**config.mk**
```make
export PLATFORM = sky130hd
export DESIGN_NAME = bcd_digit_encoder_flat
export DESIGN_NICKNAME = d
export VERILOG_FILES = /design/src/rtl/bcd_digit_encoder_pkg.sv /design/src/rtl/bcd_digit_encoder_if.sv /design/src/rtl/bcd_digit_encoder_add3_shift.sv /design/src/rtl/bcd_digit_encoder.sv /design/src/flat_wrapper.sv
export SDC_FILE = /design/constraint.sdc
export NUM_CORES = 1
export LEC_CHECK = 0
export ABC_AREA = 1
export BUFFER_PORTS_ARGS = -buffer_cell sky130_fd_sc_hd__buf_2
export CAP_MARGIN = 20
export CORE_ASPECT_RATIO = 1.4
export CORE_UTILIZATION = 35
export CTS_CLUSTER_DIAMETER = 30
export DETAILED_ROUTE_END_ITERATION = 16
export GPL_ROUTABILITY_DRIVEN = 0
export GPL_TIMING_DRIVEN = 0
export HOLD_SLACK_MARGIN = 0.15
export MAX_ROUTING_LAYER = met4
export PLACE_DENSITY = 0.57
export SYNTH_ARGS = -nofsm -noshare
export SYNTH_HDL_FRONTEND = slang
export SYNTH_SLANG_ARGS = --single-unit
```
**constraint.sdc**
```tcl
create_clock -name clk -period 1.3 [get_ports clk]
set_input_delay 0.065 -clock clk [delete_from_list [all_inputs] [get_ports clk]]
set_output_delay 0.065 -clock clk [all_outputs]
set_load 0.01 [all_outputs]
```
**src/rtl/bcd_digit_encoder_pkg.sv**
```systemverilog
// Shared types and constants for the binary-to-BCD digit encoder.
package bcd_digit_encoder_pkg;

   typedef enum logic [1:0] {
      IDLE   = 2'd0,
      CONV   = 2'd1,
      FINISH = 2'd2
   } state_t;

   localparam int unsigned NUM_DIGITS = 4;
   localparam int unsigned NIB_W      = 4;
   localparam int unsigned BCD_W      = NUM_DIGITS * NIB_W;
   localparam int unsigned CODE_W     = 8;
   localparam int unsigned MAX_DISP   = 9999;

   // Blank code understood by the 7-segment display decoder.
   localparam logic [CODE_W-1:0] BLANK_CODE = 8'hFF;

   typedef logic [NUM_DIGITS-1:0][CODE_W-1:0] digits_t;

   // Zero-extend a BCD nibble to a display digit code.
   function automatic logic [CODE_W-1:0] digit_code(input logic [NIB_W-1:0] nib);
      return {4'h0, nib};
   endfunction

endpackage

```
**src/rtl/bcd_digit_encoder_if.sv**
```systemverilog
// Request/result bundle between a conversion requester and the encoder.
interface bcd_digit_encoder_if #(
   parameter int unsigned BIN_W = 14
);
   logic             start;
   logic [BIN_W-1:0] bin_in;
   logic             busy;
   logic             done;
   logic             ovf;
   logic [7:0]       dig_0;
   logic [7:0]       dig_1;
   logic [7:0]       dig_2;
   logic [7:0]       dig_3;

   modport master (
      output start, bin_in,
      input  busy, done, ovf, dig_0, dig_1, dig_2, dig_3
   );

   modport slave (
      input  start, bin_in,
      output busy, done, ovf, dig_0, dig_1, dig_2, dig_3
   );
endinterface

```
**src/rtl/bcd_digit_encoder_add3_shift.sv**
```systemverilog
// One double-dabble step: add 3 to every nibble >= 5, then shift in one bit.
module bcd_add3_shift
   import bcd_digit_encoder_pkg::*;
(
   input  logic [BCD_W-1:0] bcd,
   input  logic             shift_bit,
   output logic [BCD_W-1:0] bcd_next_c
);

   logic [BCD_W-1:0] corr;

   // Per-nibble correction followed by the left shift.
   always_comb begin
      corr = bcd;
      for (int unsigned i = 0; i < NUM_DIGITS; i++) begin
         if (bcd[i*NIB_W +: NIB_W] >= 4'd5) begin
            corr[i*NIB_W +: NIB_W] = bcd[i*NIB_W +: NIB_W] + 4'd3;
         end
      end
      bcd_next_c = {corr[BCD_W-2:0], shift_bit};
   end

endmodule

```
**src/rtl/bcd_digit_encoder.sv**
```systemverilog
// Sequential binary-to-BCD encoder producing four display digit codes.
module bcd_digit_encoder
   import bcd_digit_encoder_pkg::*;
#(
   parameter int unsigned BIN_W = 14,
   parameter bit          LZB   = 1'b1
) (
   input  logic               clk,
   input  logic               reset,
   bcd_digit_encoder_if.slave bus
);

   localparam int unsigned CNT_W = $clog2(BIN_W);

   state_t             state_q, state_d;
   logic [BIN_W-1:0]   shreg_q, shreg_d;
   logic [BCD_W-1:0]   bcd_q, bcd_d;
   logic [CNT_W-1:0]   cnt_q, cnt_d;
   logic               ovf_pend_q, ovf_pend_d;
   logic               busy_q, busy_d;
   logic               done_q, done_d;
   logic               ovf_q, ovf_d;
   digits_t            dig_q, dig_d;
   digits_t            digits_c;
   logic [BCD_W-1:0]   bcd_step_c;
   logic [NUM_DIGITS-1:0] blank_c;

   bcd_add3_shift u_add3_shift (
      .bcd        (bcd_q),
      .shift_bit  (shreg_q[BIN_W-1]),
      .bcd_next_c (bcd_step_c)
   );

   // Final digit codes with leading-zero blanking and overflow masking.
   always_comb begin
      blank_c  = '0;
      digits_c = '0;
      if (LZB) begin
         blank_c[3] = (bcd_q[3*NIB_W +: NIB_W] == 4'd0);
         blank_c[2] = blank_c[3] && (bcd_q[2*NIB_W +: NIB_W] == 4'd0);
         blank_c[1] = blank_c[2] && (bcd_q[1*NIB_W +: NIB_W] == 4'd0);
      end
      for (int unsigned i = 0; i < NUM_DIGITS; i++) begin
         digits_c[i] = blank_c[i] ? BLANK_CODE : digit_code(bcd_q[i*NIB_W +: NIB_W]);
      end
      if (ovf_pend_q) begin
         digits_c = {NUM_DIGITS{BLANK_CODE}};
      end
   end

   // Next-state and registered-output logic.
   always_comb begin
      state_d    = state_q;
      shreg_d    = shreg_q;
      bcd_d      = bcd_q;
      cnt_d      = cnt_q;
      ovf_pend_d = ovf_pend_q;
      busy_d     = busy_q;
      done_d     = 1'b0;
      ovf_d      = ovf_q;
      dig_d      = dig_q;
      case (state_q)
         IDLE: begin
            if (bus.start) begin
               shreg_d    = bus.bin_in;
               bcd_d      = '0;
               cnt_d      = '0;
               ovf_pend_d = (32'(bus.bin_in) > MAX_DISP);
               busy_d     = 1'b1;
               state_d    = CONV;
            end
         end
         CONV: begin
            bcd_d   = bcd_step_c;
            shreg_d = shreg_q << 1;
            cnt_d   = cnt_q + CNT_W'(1);
            if (cnt_q == CNT_W'(BIN_W - 1)) begin
               state_d = FINISH;
            end
         end
         FINISH: begin
            dig_d   = digits_c;
            ovf_d   = ovf_pend_q;
            done_d  = 1'b1;
            busy_d  = 1'b0;
            state_d = IDLE;
         end
         default: begin
            busy_d  = 1'b0;
            state_d = IDLE;
         end
      endcase
   end

   // State and datapath registers.
   always_ff @(posedge clk or negedge reset) begin
      if (!reset) begin
         state_q    <= IDLE;
         shreg_q    <= '0;
         bcd_q      <= '0;
         cnt_q      <= '0;
         ovf_pend_q <= 1'b0;
         busy_q     <= 1'b0;
         done_q     <= 1'b0;
         ovf_q      <= 1'b0;
         dig_q      <= {NUM_DIGITS{BLANK_CODE}};
      end else begin
         state_q    <= state_d;
         shreg_q    <= shreg_d;
         bcd_q      <= bcd_d;
         cnt_q      <= cnt_d;
         ovf_pend_q <= ovf_pend_d;
         busy_q     <= busy_d;
         done_q     <= done_d;
         ovf_q      <= ovf_d;
         dig_q      <= dig_d;
      end
   end

   assign bus.busy  = busy_q;
   assign bus.done  = done_q;
   assign bus.ovf   = ovf_q;
   assign bus.dig_0 = dig_q[0];
   assign bus.dig_1 = dig_q[1];
   assign bus.dig_2 = dig_q[2];
   assign bus.dig_3 = dig_q[3];

endmodule

```
**src/flat_wrapper.sv**
```systemverilog
// flat-port wrapper written by rule: the top's interface ports become plain ports
module bcd_digit_encoder_flat import bcd_digit_encoder_pkg::*;
#(
   parameter int unsigned BIN_W = 14,
   parameter bit          LZB   = 1'b1
)
  (clk, reset, bus_start, bus_bin_in, bus_busy, bus_done, bus_ovf, bus_dig_0, bus_dig_1, bus_dig_2, bus_dig_3);
  bcd_digit_encoder_if #(.BIN_W(BIN_W)) bus_i ();
  input  logic clk;
  input  logic reset;
  input wire logic [$bits(bus_i.start)-1:0] bus_start;
  input wire logic [$bits(bus_i.bin_in)-1:0] bus_bin_in;
  output wire logic [$bits(bus_i.busy)-1:0] bus_busy;
  output wire logic [$bits(bus_i.done)-1:0] bus_done;
  output wire logic [$bits(bus_i.ovf)-1:0] bus_ovf;
  output wire logic [$bits(bus_i.dig_0)-1:0] bus_dig_0;
  output wire logic [$bits(bus_i.dig_1)-1:0] bus_dig_1;
  output wire logic [$bits(bus_i.dig_2)-1:0] bus_dig_2;
  output wire logic [$bits(bus_i.dig_3)-1:0] bus_dig_3;
  assign bus_i.start = bus_start;
  assign bus_i.bin_in = bus_bin_in;
  assign bus_busy = bus_i.busy;
  assign bus_done = bus_i.done;
  assign bus_ovf = bus_i.ovf;
  assign bus_dig_0 = bus_i.dig_0;
  assign bus_dig_1 = bus_i.dig_1;
  assign bus_dig_2 = bus_i.dig_2;
  assign bus_dig_3 = bus_i.dig_3;
  bcd_digit_encoder #(.BIN_W(BIN_W), .LZB(LZB)) u_core (.clk(clk), .reset(reset), .bus(bus_i));
endmodule
```
Word-level counts from Yosys, hierarchy flattened. Cells that the tools add are included.

Flip-flop bits (word level): 72. Latch bits: 0. Memory bits (writable): 0. Bits in read-only memories: 0. Input port bits: 17. Output and inout bits: 35. Word-level logic and storage cells: 59. Memories: 0.

Add/sub/neg operators: 5. Multiply operators: 0. Divide/modulo/power cells: 0. Magnitude comparators: 5. Equal/unequal tests: 5. Shifts and indexed selects: 0. Muxes and demuxes: 20. Bitwise logic cells: 1. Reductions and logical operators: 11.

Operators by type and width (count): 32-bit two-way mux (1); 16-bit case mux with 2 select lines (1); 14-bit case mux with 2 select lines (1); 8-bit two-way mux (3); 4-bit by 3-bit >= comparator with 1-bit output, second input constant (4); 16-bit two-way mux (1); 4-bit two-way mux (4); 14-bit > comparator, second input constant (1); 14-bit two-way mux (1); 4-bit by 2-bit adder with 4-bit output, second input constant (3); 4-bit zero test (3); 4-bit case mux with 2 select lines (1); 2-bit AND reduction (4); 4-bit by 1-bit adder with 4-bit output, second input constant (1); 4-bit equality test, second input constant (1); 2-bit two-way mux (2); 2-bit case mux with 2 select lines (1); 3-bit by 2-bit adder with 3-bit output, second input constant (1); 3-bit two-way mux (1); 2-bit by 1-bit equality test with 1-bit output, second input constant (1); 2-bit equality test, second input constant (1); 1-bit logical AND (2); 2-bit zero test (1); 1-bit two-way mux (2); 5 further kinds (5).

Depth between registers and ports, before layout. Gate-level depths: netlist (run 1).

Depth in word-level cells: 5. Mapped depth: 9. Mapped depth without buffers: 9.

By module. A second synthesis (run 1) with hierarchy kept.

Cell total of the unflattened synthesis: 368. Area, all modules: 3055.4 µm².

By module, submodules not included: bcd_digit_encoder (instances 1, cells each 283, area each 2578.7 µm², sequential area each 1526.5 µm²); bcd_add3_shift (instances 1, cells each 85, area each 476.7 µm², sequential area each 0.0 µm²).

Least setup slack after synthesis (run 1). OpenSTA, ideal clock, no wires.

Kind: reg2reg. From: reg u_core.bcd_q[8]. To: reg u_core.bcd_q[12]. Library setup time: 0.128 ns. Arrival time: 1.147 ns. Required time: 1.172 ns. Path slack: 0.025 ns. Stages on the path, launching flop included: 8. Path buffers: 0. Period minus slack after synthesis: 1.275 ns. Cells stage by stage: dfrtp_1 -> inv_1 -> ha_1 -> inv_1 -> a21oi_1 -> nand2_1 -> nand3_1 -> o21ai_0.

Longest elaborated chain between the ends: 3. Elaborated cells between the ends (all ways): 4. Those cells by class: add/sub: 1; order compare: 1; mux: 2.

Ends and longest elaborated chain: from (decl) (line bcd_digit_encoder.sv:17) `logic [BCD_W-1:0] bcd_q, bcd_d;`; from (signal assigned) (line bcd_digit_encoder.sv:100) `bcd_q <= '0;`; from (signal assigned) (line bcd_digit_encoder.sv:110) `bcd_q <= bcd_d;`; 4-bit by 2-bit adder with 4-bit output / 4-bit by 3-bit >= comparator with 1-bit output (equally long branches) (line bcd_digit_encoder_add3_shift.sv:17, bcd_digit_encoder_add3_shift.sv:16); 4-bit two-way mux * (line bcd_digit_encoder_add3_shift.sv:16) `if (bcd[i*NIB_W +: NIB_W] >= 4'd5) begin`; 16-bit case mux with 2 select lines * (line bcd_digit_encoder.sv:62) `case (state_q)`.

Mark *: on every way between the ends. The rest lies on a longest branch, timed or not. A chain may end at the register's enable or synchronous reset.

Worst setup path in the final report (run 1).
From: reg u_core.bcd_q[11]. To: reg u_core.dig_q (netlist bit u_core.bus.dig_1[3]).

Longest elaborated chain between the ends: 5.

Ends and longest elaborated chain: 4-bit zero test (line bcd_digit_encoder.sv:40) `blank_c[2] = blank_c[3] && (bcd_q[2*NIB_W +: NIB_W] == 4'd0);`; 1-bit logical AND (line bcd_digit_encoder.sv:40); 1-bit logical AND (line bcd_digit_encoder.sv:41) `blank_c[1] = blank_c[2] && (bcd_q[1*NIB_W +: NIB_W] == 4'd0);`; 8-bit two-way mux (line bcd_digit_encoder.sv:44) `digits_c[i] = blank_c[i] ? BLANK_CODE : digit_code(bcd_q[i*NIB_W +: NIB_W]);`; 32-bit two-way mux (line bcd_digit_encoder.sv:46) `if (ovf_pend_q) begin`; to (signal assigned) (line bcd_digit_encoder.sv:106) `dig_q <= {NUM_DIGITS{BLANK_CODE}};`; to (signal assigned) (line bcd_digit_encoder.sv:116) `dig_q <= dig_d;`; to (decl) (line bcd_digit_encoder.sv:23) `digits_t dig_q, dig_d;`.

Every way passes these cells.

==> results of run 1 <==
==> timing repair <==
action / in CTS / in global routing
gates resized for setup: 33 / 40
pin swaps: 13 / 19
setup endpoints to repair: 19 / 41
hold buffers: 16 / 0
buffers inserted: 17 / 8
hold endpoints to repair: 27 / 0
==> layout make-up <==
type                       count  area (um^2)  share of cell area
inverter                      32          125              0.0298
multi-input combinational    215         1320               0.315
sequential                    60         1530               0.365
buffer                        21          175              0.0418
clock buffer                  15          278              0.0662
tap                          102          128              0.0304
clock inverter                 1         5.00             0.00119
timing repair buffer          93          631               0.150
==> worst reg2reg max path, cell delays in order (launching register included) <==
cell     delay, ns
dfrtp_1       0.43
inv_1         0.20
nand2_1       0.12
nor2_2        0.14
nand2_4       0.09
nand2_4       0.08
nand2_4       0.08
a21oi_2       0.13
==> routing by layer <==
metal | share of wire | global-route usage | vias up
met2 | 0.53 | 0.318 | 76
li1 | - | - | 1281
met3 | 0.043 | 0.0455 | 13
met4 | 0.024 | 0.0594 | 0
met1 | 0.41 | 0.207 | 1212
met5 | 0 | - | -
==> cell usage in the layout, fill, tap and decap left out, types with 3 or more instances in the layout <==
master and instances:
nand2_1 42, buf_4 36, o22ai_1 17, nand2_4 7, dlygate4sd3_1 16, nor2_2 3, clkbuf_16 9, buf_2 53
clkbuf_1 3, buf_6 8, inv_1 17, nand3_2 3, clkbuf_8 3, a21oi_2 6, nor2_1 52, ha_4 5
dfrtp_1 38, inv_2 13, nand3_1 19, dfstp_2 20, a21oi_1 12, o21ai_0 12, ha_1 6, nand2_2 5
o21ai_1 9
==> registers in the layout, summed over array words and instances, names as in the netlist <==
signal,cells
u_core.bus.dig_2,5
u_core.shreg_q,14
u_core.bcd_q,16
u_core.bus.ovf,1
u_core.ovf_pend_q,1
u_core.bus.dig_3,5
u_core.bus.busy,1
u_core.cnt_q,4
u_core.bus.dig_1,5
u_core.state_q,2
u_core.bus.dig_0,5
u_core.bus.done,1
==> metrics by stage <==
stage	instances	hold slack, ns	instance area [um^2]	setup WS [ns]
finish	539	0.319	4190	-0.0308
global route	539	0.391	4190	-0.0879
CTS	531	0.341	4000	-0.0136
detailed placement	482	0.148	3340	-0.202
global placement	481	0.297	3320	-0.201
floorplan	328	-0.231	2940	0.0248
==> logic make-up (layout without fill, tap and decap cells) <==
logic type,count (synthesis),after routing,share of synthesized area
adder cells (fa/ha/maj),12,12,0.0511
flip-flops,60,60,0.519
XOR/XNOR,1,1,0.00298
buffers and inverters,53,162,0.0983
AO/OA/AOI/OAI,64,64,0.128
AND/OR/NAND/NOR,138,138,0.201
==> where the power goes <==
group | switching, mW | total (mW) | leakage (nW) | internal, mW
sequential | 0.658 | 3.45 | 0.686 | 2.79
combinational | 2.72 | 4.98 | 1.21 | 2.26
clock | 0.783 | 2.23 | 0.140 | 1.44
==> final timing paths <==
path / start / endpoint / slack (ns)
min in group clk: u_core.bus.ovf$_DFFE_PN0P_ / u_core.bus.ovf$_DFFE_PN0P_ / 0.49
max: u_core.bcd_q[11]$_DFFE_PN0P_ / u_core.bus.dig_1[3]$_DFFE_PN1P_ / -0.03
min reg2reg: u_core.bus.ovf$_DFFE_PN0P_ / u_core.bus.ovf$_DFFE_PN0P_ / 0.49
max in group asynchronous: reset / u_core.bus.dig_2[1]$_DFFE_PN1P_ / 0.31
min: reset / u_core.bcd_q[15]$_DFFE_PN0P_ / 0.32
max reg2reg: u_core.bcd_q[11]$_DFFE_PN0P_ / u_core.bus.dig_1[3]$_DFFE_PN1P_ / -0.03
==> results_dict.tcl, run 1 <==
set metrics [dict create \
    crit_buf_inv 1 \
    netlist_top_cells_area "dfrtp_1, dfstp_2, nor2_1" \
    grt_max_degree 32 \
    die_h_um 110 \
    core_mm2 0.00815 \
    first_pass_iters 4 \
    syn-cell-area_mm2 0.00294 \
    reg2regPathDepth 7 \
    async_flop_share 1.00 \
    path_clk_slew_ns 0.05 \
    rsz0062_at_grt "yes" \
    finalClockSkew_ns 0.00422 \
    worst_setup_path_start_kind "flop" \
    drt-total-wl_um 7470 \
    ios 52 \
    p_total_mw 10.7 \
    ir_drop_mv 0.982 \
    cp_max_fo 5 \
    synth_top_area_cell "dfrtp_1" \
    finalSetupViolCount 4 \
    synth_area_per_cell_um2 8.96 \
    cts_tree "done" \
    synth_edf_count 0 \
    crit_type "reg2reg" \
    synth_cells 328 \
    htree_levels 3 \
    die-area_mm2 0.00877 \
    route.detailed.drc 0 \
    clk_latency_ns 0.32 \
    grt_use_total 0.185 \
    vias_per_cell 4.79 \
    antenna_found_initial 0 \
    grt_pass1_wl_um 12100 \
    cp_common_cell "nand2_4" \
    rows 39 \
    yosys_warnings 0 \
    slew_headroom 0.545 \
    ys_seq_area_frac 0.519 \
    critical_path_arrival_ns 1.59 \
    wl_per_cell_um 13.9 \
    powerDensity_mw_per_mm2 2540 \
    cts_root_buffer "clkbuf_16" \
    die_w_um 79.4 \
    setup-tns-final_ns -0.0826 \
    first_global_vias 2579 \
    drive_gt1_frac 0.430 \
    synthesis.nets 357 \
    areaGrowthSynthToFinish_pct 42.7 \
    drtAntennaViolNets 0 \
    drv_slew 0 \
    outcome "finished with violations" \
    ys_types 27 \
    final.min_clock_period_ns 1.33 \
    clock_path_buffers 2 \
    final_nets 461 \
    tightestPinTransition_ns 0.683 \
    numCtsBuffers 9 \
    p_leak_nw 2.04 \
    final_util 0.515 \
    place_hpwl_um 4700 \
    crit_path_end_kind "flop" \
    synth_top_flop_cell "dfrtp_1" \
    clock_sink_count 60 \
    drt_iter0_markers 129 \
    synth_most_common_cell "nor2_1" \
    crit_chain "inv_1 -> nand2_1 -> nor2_2 -> nand2_4 -> nand2_4 -> nand2_4 -> a21oi_2" \
    ys_ff_latch 60 \
    hold_class "in2async" \
    setup_ws_ns -0.0308 \
    max_stage_delay_ns 0.43 \
    grt_overflow 0 \
    dr_total_vias 2582 \
    yosys-top-cells-count "nor2_1, nand2_1, dfrtp_1" \
    path_depth 7 \
    num-fill-cells 755 \
    initial_utilization 0.361 \
    cp_top_family "simple AND/OR/NAND/NOR gates" \
    cp.required_ns 1.56 \
    violations "negative setup slack" \
    port_buffers 51 \
    cp_slowest_cell "dfrtp_1" \
    hold_viol_final 0 \
    max_freq_mhz 751 \
    diodes 0 \
    maxCapViolCount 0 \
    yosysTopAreaCellShare 0.341 \
    min_period_over_period 1.02 \
]
Power figures use the tool's default switching activity.
==> inputs of run 2 (changes only) <==
--- a/config.mk
+++ b/config.mk
@@ -5,7 +5,6 @@
 export SDC_FILE = /design/constraint.sdc
 export NUM_CORES = 1
 export LEC_CHECK = 0
-export ABC_AREA = 1
 export BUFFER_PORTS_ARGS = -buffer_cell sky130_fd_sc_hd__buf_2
 export CAP_MARGIN = 20
 export CORE_ASPECT_RATIO = 1.4
@@ -16,7 +15,7 @@
 export GPL_TIMING_DRIVEN = 0
 export HOLD_SLACK_MARGIN = 0.15
 export MAX_ROUTING_LAYER = met4
-export PLACE_DENSITY = 0.57
+export PLACE_DENSITY = 0.58
 export SYNTH_ARGS = -nofsm -noshare
 export SYNTH_HDL_FRONTEND = slang
 export SYNTH_SLANG_ARGS = --single-unit
==> run 2 against run 1 <==
  * The run still ends with negative setup slack left
  * Area after synthesis grew 0.68%
  * Sequential share of layout area down 2.6 points
  * Total power increased by 6.7%
  * Maximum frequency down 4.5%
  * Register-to-register slack got worse by 0.06 ns
  * Setup slack got worse by 0.063 ns
  * Utilization up 3.7 points
  * Non-clock buffer count is 17 higher
  * Largest power group unchanged
==> results_dict.tcl, run 2 <==
set metrics [dict create \
    synth_edf_count 0 \
    post_dp_cell_area_mm2 0.00340 \
    critical_path_arrival_ns 1.65 \
    power.switching_mw 4.10 \
    num-fill-cells 713 \
    finalClockSkew_ns 0.00425 \
    die_w_um 79.7 \
    maxCapViolCount 0 \
    crit_type "reg2reg" \
    largestRegisters "u_core.bcd_q x16, u_core.shreg_q x14" \
    clock_path_buffers 2 \
    final_cell_area_mm2 0.00452 \
    drive_gt1_frac 0.484 \
    rsz0062_at_grt "yes" \
    wl_per_cell_um 15.0 \
    outcome "finished with violations" \
    vias_per_cell 5.11 \
    port_buffers 51 \
    grt_pass1_wl_um 12000 \
    synthesis.nets 326 \
    drv_slew 0 \
    synth_cells 297 \
    ys_seq_area_frac 0.516 \
    initial_utilization 0.361 \
    path_clk_slew_ns 0.05 \
    areaGrowthSynthToFinish_pct 52.8 \
    cts_tree "done" \
    cts_root_buffer "clkbuf_16" \
    crit_buf_inv 1 \
    yosys_warnings 0 \
    die_h_um 111 \
    switching_share 0.361 \
    numCtsBuffers 9 \
    hold_class "in2async" \
    p_seq_frac 0.296 \
    final_nets 439 \
    final.min_clock_period_ns 1.39 \
    multi_input_area_mm2 0.00152 \
    async_flop_share 1.00 \
    cp.required_ns 1.56 \
    synth_most_common_cell "dfrtp_1" \
    layout_common_cells "buf_2, buf_4, dfrtp_1" \
    min_period_over_period 1.07 \
    worst_setup_path_start_kind "flop" \
    ff_latch_area_mm2 0.00153 \
    diodes 0 \
    p_leak_nw 2.10 \
    ir_drop_mv 1.09 \
    crit_path_end_kind "flop" \
    yosysTopAreaCellShare 0.338 \
    p_total_mw 11.4 \
    drtAntennaViolNets 0 \
    ys_types 35 \
    place_hpwl_um 4550 \
    power_frac_comb 0.481 \
    drt_iter0_markers 109 \
    cp_max_fo 5 \
    finalSetupViolCount 23 \
    die-area_mm2 0.00883 \
    tightestPinTransition_ns 0.528 \
    synth_top_flop_cell "dfrtp_1" \
    yosys-top-cells-count "dfrtp_1, nand2_1, o21ai_0" \
    antenna_found_initial 0 \
    netlist_top_cells_area "dfrtp_1, dfstp_2, ha_1" \
    route.detailed.drc 0 \
    max_stage_delay_ns 0.40 \
    clock_sink_count 60 \
    syn-cell-area_mm2 0.00296 \
    dr_total_vias 2641 \
    instances_no_fill 517 \
    largest-register "u_core.bcd_q" \
    synth_top_area_cell "dfrtp_1" \
    cp_slowest_cell "dfrtp_1" \
    rows 39 \
    core_mm2 0.00820 \
    grt_max_degree 40 \
    setup_ws_ns -0.0936 \
    grt_overflow 0 \
    grt_use_total 0.182 \
    clk_latency_ns 0.33 \
    first_pass_iters 4 \
    crit_chain "inv_2 -> ha_4 -> nor3b_4 -> or3_4 -> o22a_1" \
    ios 52 \
    layout_commonest_cell "buf_2" \
    powerDensity_mw_per_mm2 2520 \
    ys_ff_latch 60 \
    pwr-share-clk 0.223 \
    violations "negative setup slack" \
    slew_headroom 0.648 \
    htree_levels 3 \
    max_freq_mhz 718 \
    largest_reg_flops 16 \
    first_global_vias 2615 \
    drt-total-wl_um 7750 \
    placed_cells 451 \
    hold_viol_final 0 \
    cp_top_family "simple AND/OR/NAND/NOR gates" \
    power.internal_mw 7.27 \
    synth_area_per_cell_um2 9.96 \
]
[run 2: area by class of cell]
| type | count | share of cell area |
|---|---|---|
| clock inverter | 5 | 0.0166 |
| sequential | 60 | 0.338 |
| buffer | 28 | 0.0548 |
| clock buffer | 11 | 0.0537 |
| tap | 102 | 0.0282 |
| inverter | 12 | 0.00996 |
| timing repair buffer | 103 | 0.162 |
| multi-input combinational | 196 | 0.336 |
[run 2: worst register-to-register path: cells and delay by family, from the launching register on]
kind | cells | cell delay [ns]
simple gates | 2 | 0.53
flops | 1 | 0.40
compound gates | 1 | 0.17
fa+ha+maj | 1 | 0.16
buf+inv | 1 | 0.07
[run 2: layer usage]
metal | part of all wire | vias to the layer above | GRT usage
met3 | 0.041 | 15 | 0.0395
met1 | 0.41 | 1269 | 0.202
met4 | 0.024 | 0 | 0.0824
met2 | 0.52 | 82 | 0.305
li1 | - | 1275 | -
met5 | 0 | - | -
[run 2: what timing repair did]
| item | CTS | global route |
|---|---|---|
| hold buffers | 16 | 0 |
| endpoints found under the hold margin | 36 | 0 |
| pin swaps | 15 | 13 |
| cloned | 1 | 2 |
| gates resized for setup | 44 | 45 |
| buffers inserted | 25 | 8 |
| setup endpoints to repair | 55 | 50 |
[run 2: path summary, 6_finish.rpt]
kind | slack (ns) | depth (start not counted) | from | end
max | -0.09 | 5 | u_core.bcd_q[12]$_DFFE_PN0P_ | u_core.bus.dig_3[3]$_DFFE_PN1P_
min | 0.26 | 2 | reset | u_core.bcd_q[15]$_DFFE_PN0P_
max reg2reg | -0.09 | 5 | u_core.bcd_q[12]$_DFFE_PN0P_ | u_core.bus.dig_3[3]$_DFFE_PN1P_
min reg2reg | 0.45 | 2 | u_core.bus.dig_2[1]$_DFFE_PN1P_ | u_core.bus.dig_2[1]$_DFFE_PN1P_
max in group asynchronous | 0.39 | 3 | reset | u_core.bus.dig_0[0]$_DFFE_PN1P_
min in group clk | 0.45 | 2 | u_core.bus.dig_2[1]$_DFFE_PN1P_ | u_core.bus.dig_2[1]$_DFFE_PN1P_
[run 2: per-stage QoR]
| step | hold slack [ns] | setup WS [ns] | util | setup TNS, ns |
|---|---|---|---|---|
| 2_1_floorplan | -0.231 | -0.0321 | - | -0.0716 |
| 3_5_place_dp | 0.0812 | -0.284 | 0.415 | -6.94 |
| 6_report | 0.262 | -0.0936 | 0.551 | -1.20 |
| 5_1_grt | 0.316 | -0.160 | 0.551 | -2.54 |
| 4_1_cts | 0.286 | -0.125 | 0.515 | -1.05 |
| 3_3_place_gp | 0.324 | -0.268 | 0.413 | -7.39 |
[run 2: cells by family after synthesis]
logic type / Yosys count / share of synthesized area
AOI/OAI and AO/OA: 96 / 0.205
buffers and inverters: 41 / 0.0757
DFF: 60 / 0.516
adders and majority gates: 12 / 0.0507
xor gates and xnor gates: 6 / 0.0178
and+or+nand+nor: 82 / 0.135
[run 2: power groups by stage]
stage / logic (mW) / registers, mW / clock network, mW
floorplan: 2.49 / 3.28 / 0
global placement: 3.43 / 3.30 / 0
detailed placement: 3.52 / 3.32 / 0
CTS: 4.47 / 3.31 / 2.57
global route: 5.89 / 3.46 / 2.67
finish: 5.47 / 3.37 / 2.53
==> inputs of run 3 (changes only) <==
--- a/config.mk
+++ b/config.mk
@@ -13,9 +13,10 @@
 export DETAILED_ROUTE_END_ITERATION = 16
 export GPL_ROUTABILITY_DRIVEN = 0
 export GPL_TIMING_DRIVEN = 0
-export HOLD_SLACK_MARGIN = 0.15
+export HOLD_SLACK_MARGIN = 0.06
 export MAX_ROUTING_LAYER = met4
 export PLACE_DENSITY = 0.58
 export SYNTH_ARGS = -nofsm -noshare
 export SYNTH_HDL_FRONTEND = slang
 export SYNTH_SLANG_ARGS = --single-unit
+export TNS_END_PERCENT = 20
==> run 3 against run 2 <==
  * Worst hold slack worse by 0.10 ns
  * Critical path depth shrank 1
  * Clock skew is essentially flat
  * Final area shrank 5.9%
  * The flow still finishes with violations (negative setup slack)
  * Largest power group unchanged
  * Count of clock-buffer cells in the layout down 1
  * Sequential share of layout area is 2.1 points higher
  * Utilization down 3.2 points
  * Non-clock buffer count down 15
  * Highest routed layer unchanged
  * Critical endpoint is now u_core.bus.dig_3[0]$_DFFE_PN1P_
==> results_dict.tcl, run 3 (synthesis gave the netlist of run 2 again) <==
set metrics [dict create \
    grt_use_total 0.178 \
    cp.required_ns 1.56 \
    htree_levels 3 \
    final_util 0.519 \
    numCtsBuffers 9 \
    violations "negative setup slack" \
    grt_pass1_wl_um 11700 \
    multi_input_area_mm2 0.00142 \
    place_hpwl_um 4650 \
    crit_type "reg2reg" \
    maxCapViolCount 0 \
    cp_slowest_cell "dfrtp_2" \
    final.min_clock_period_ns 1.38 \
    p_leak_nw 1.98 \
    cp_max_fo 8 \
    cts_root_buffer "clkbuf_16" \
    core_mm2 0.00820 \
    ios 52 \
    crit_path_end_kind "flop" \
    max_stage_delay_ns 0.43 \
    worst_setup_path_start_kind "flop" \
    hold_class "in2reg" \
    setup_ws_ns -0.0793 \
    port_buffers 51 \
    drtAntennaViolNets 0 \
    ff_latch_area_mm2 0.00153 \
    dr_total_vias 2538 \
    clock_sink_count 60 \
    ir_drop_mv 1.08 \
    rows 39 \
    final_nets 424 \
    largestRegisters "u_core.bcd_q x16, u_core.shreg_q x14" \
    initial_utilization 0.361 \
    grt_overflow 0 \
    wl_per_cell_um 14.1 \
    num-fill-cells 747 \
    finalSetupViolCount 22 \
    min_period_over_period 1.06 \
    placed_cells 452 \
    first_pass_iters 4 \
    areaGrowthSynthToFinish_pct 43.8 \
    finalClockSkew_ns 0.00473 \
    powerDensity_mw_per_mm2 2410 \
    layout_commonest_cell "buf_2" \
    first_global_vias 2465 \
    die_h_um 111 \
    diodes 0 \
    fin_hold_ws_ns 0.159 \
    outcome "finished with violations" \
    largest-register "u_core.bcd_q" \
    largest_reg_flops 16 \
    vias_per_cell 5.07 \
    drive_gt1_frac 0.441 \
    die_w_um 79.7 \
    layout_common_cells "buf_2, dfrtp_1, nand2_1, buf_4, dfstp_2" \
    drt-total-wl_um 7040 \
    hold_viol_final 0 \
    rsz0062_at_grt "yes" \
    grt_max_degree 24 \
    max_freq_mhz 725 \
    die-area_mm2 0.00883 \
    path_clk_slew_ns 0.05 \
    tightestPinTransition_ns 0.481 \
    setup-tns-final_ns -0.831 \
    instances_no_fill 501 \
    cts_tree "done" \
    crit_chain "nand2b_1 -> buf_6 -> or3_4 -> o22a_1" \
    drv_slew 0 \
    antenna_found_initial 0 \
    route.detailed.drc 0 \
    clk_latency_ns 0.33 \
    slew_headroom 0.679 \
    drt_iter0_markers 126 \
    critical_path_arrival_ns 1.63 \
    clock_path_buffers 2 \
]
-- run 3: power by group --
part           switching (mW)  total, mW  internal, mW
registers               0.656       3.33          2.68
clock network           0.824       2.34          1.51
logic                    2.24       4.58          2.34
total                    3.72       10.2          6.52
-- run 3: metrics by stage --
stage	area, um^2	setup WS, ns	total power [mW]
after global routing	4260	-0.128	10.9
final	4260	-0.0793	10.2
after floorplan	2980	-0.0558	5.71
after global placement	3370	-0.266	6.67
after detailed placement	3420	-0.267	6.78
after CTS	4140	-0.0986	9.93
-- run 3: final cells by class --
class | instances | share of cell area
inverters | 12 | 0.0106
well taps | 102 | 0.0300
flip-flops and latches | 60 | 0.359
repair buffers | 88 | 0.143
plain buffers | 28 | 0.0544
multi-input cells | 196 | 0.334
clock inverters | 5 | 0.0123
clock buffers | 10 | 0.0562
-- run 3: final timing paths --
path / from / end / slack [ns] / cells after the start
min in group asynchronous: reset / u_core.cnt_q[2]$_DFFE_PN0P_ / 0.23 / 2
worst max-delay path: u_core.state_q[0]$_DFFE_PN0P_ / u_core.bus.dig_3[0]$_DFFE_PN1P_ / -0.08 / 4
worst min-delay path: bus_start / u_core.shreg_q[2]$_DFFE_PN0P_ / 0.16 / 4
worst min register to register: u_core.bus.dig_2[1]$_DFFE_PN1P_ / u_core.bus.dig_2[1]$_DFFE_PN1P_ / 0.45 / 2
max in group asynchronous: reset / u_core.bus.dig_2[6]$_DFFE_PN1P_ / 0.33 / 4
worst max register to register: u_core.state_q[0]$_DFFE_PN0P_ / u_core.bus.dig_3[0]$_DFFE_PN1P_ / -0.08 / 4
-- run 3: routing by layer --
metal	GRT usage	part of all wire	wire [um]
met4	0.0970	0.027	191
met1	0.216	0.43	3000
met5	-	0	0
met3	0.0321	0.039	274
met2	0.277	0.51	3570
-- run 3: worst max-delay path, delay by kind of cell, from the launching register on --
| family | cells | cell delay, ns |
|---|---|---|
| buffers and inverters | 1 | 0.14 |
| and+or+nand+nor | 2 | 0.56 |
| DFF | 1 | 0.43 |
| AOI/OAI and AO/OA | 1 | 0.18 |
-- run 3: repair_timing --
action                     in CTS  in global routing
hold endpoints to repair       35                  0
hold buffers                   15                  0
setup buffers                  18                  2
setup endpoints to repair      58                 55
resized for setup              43                 31
pin swaps                      20                 11
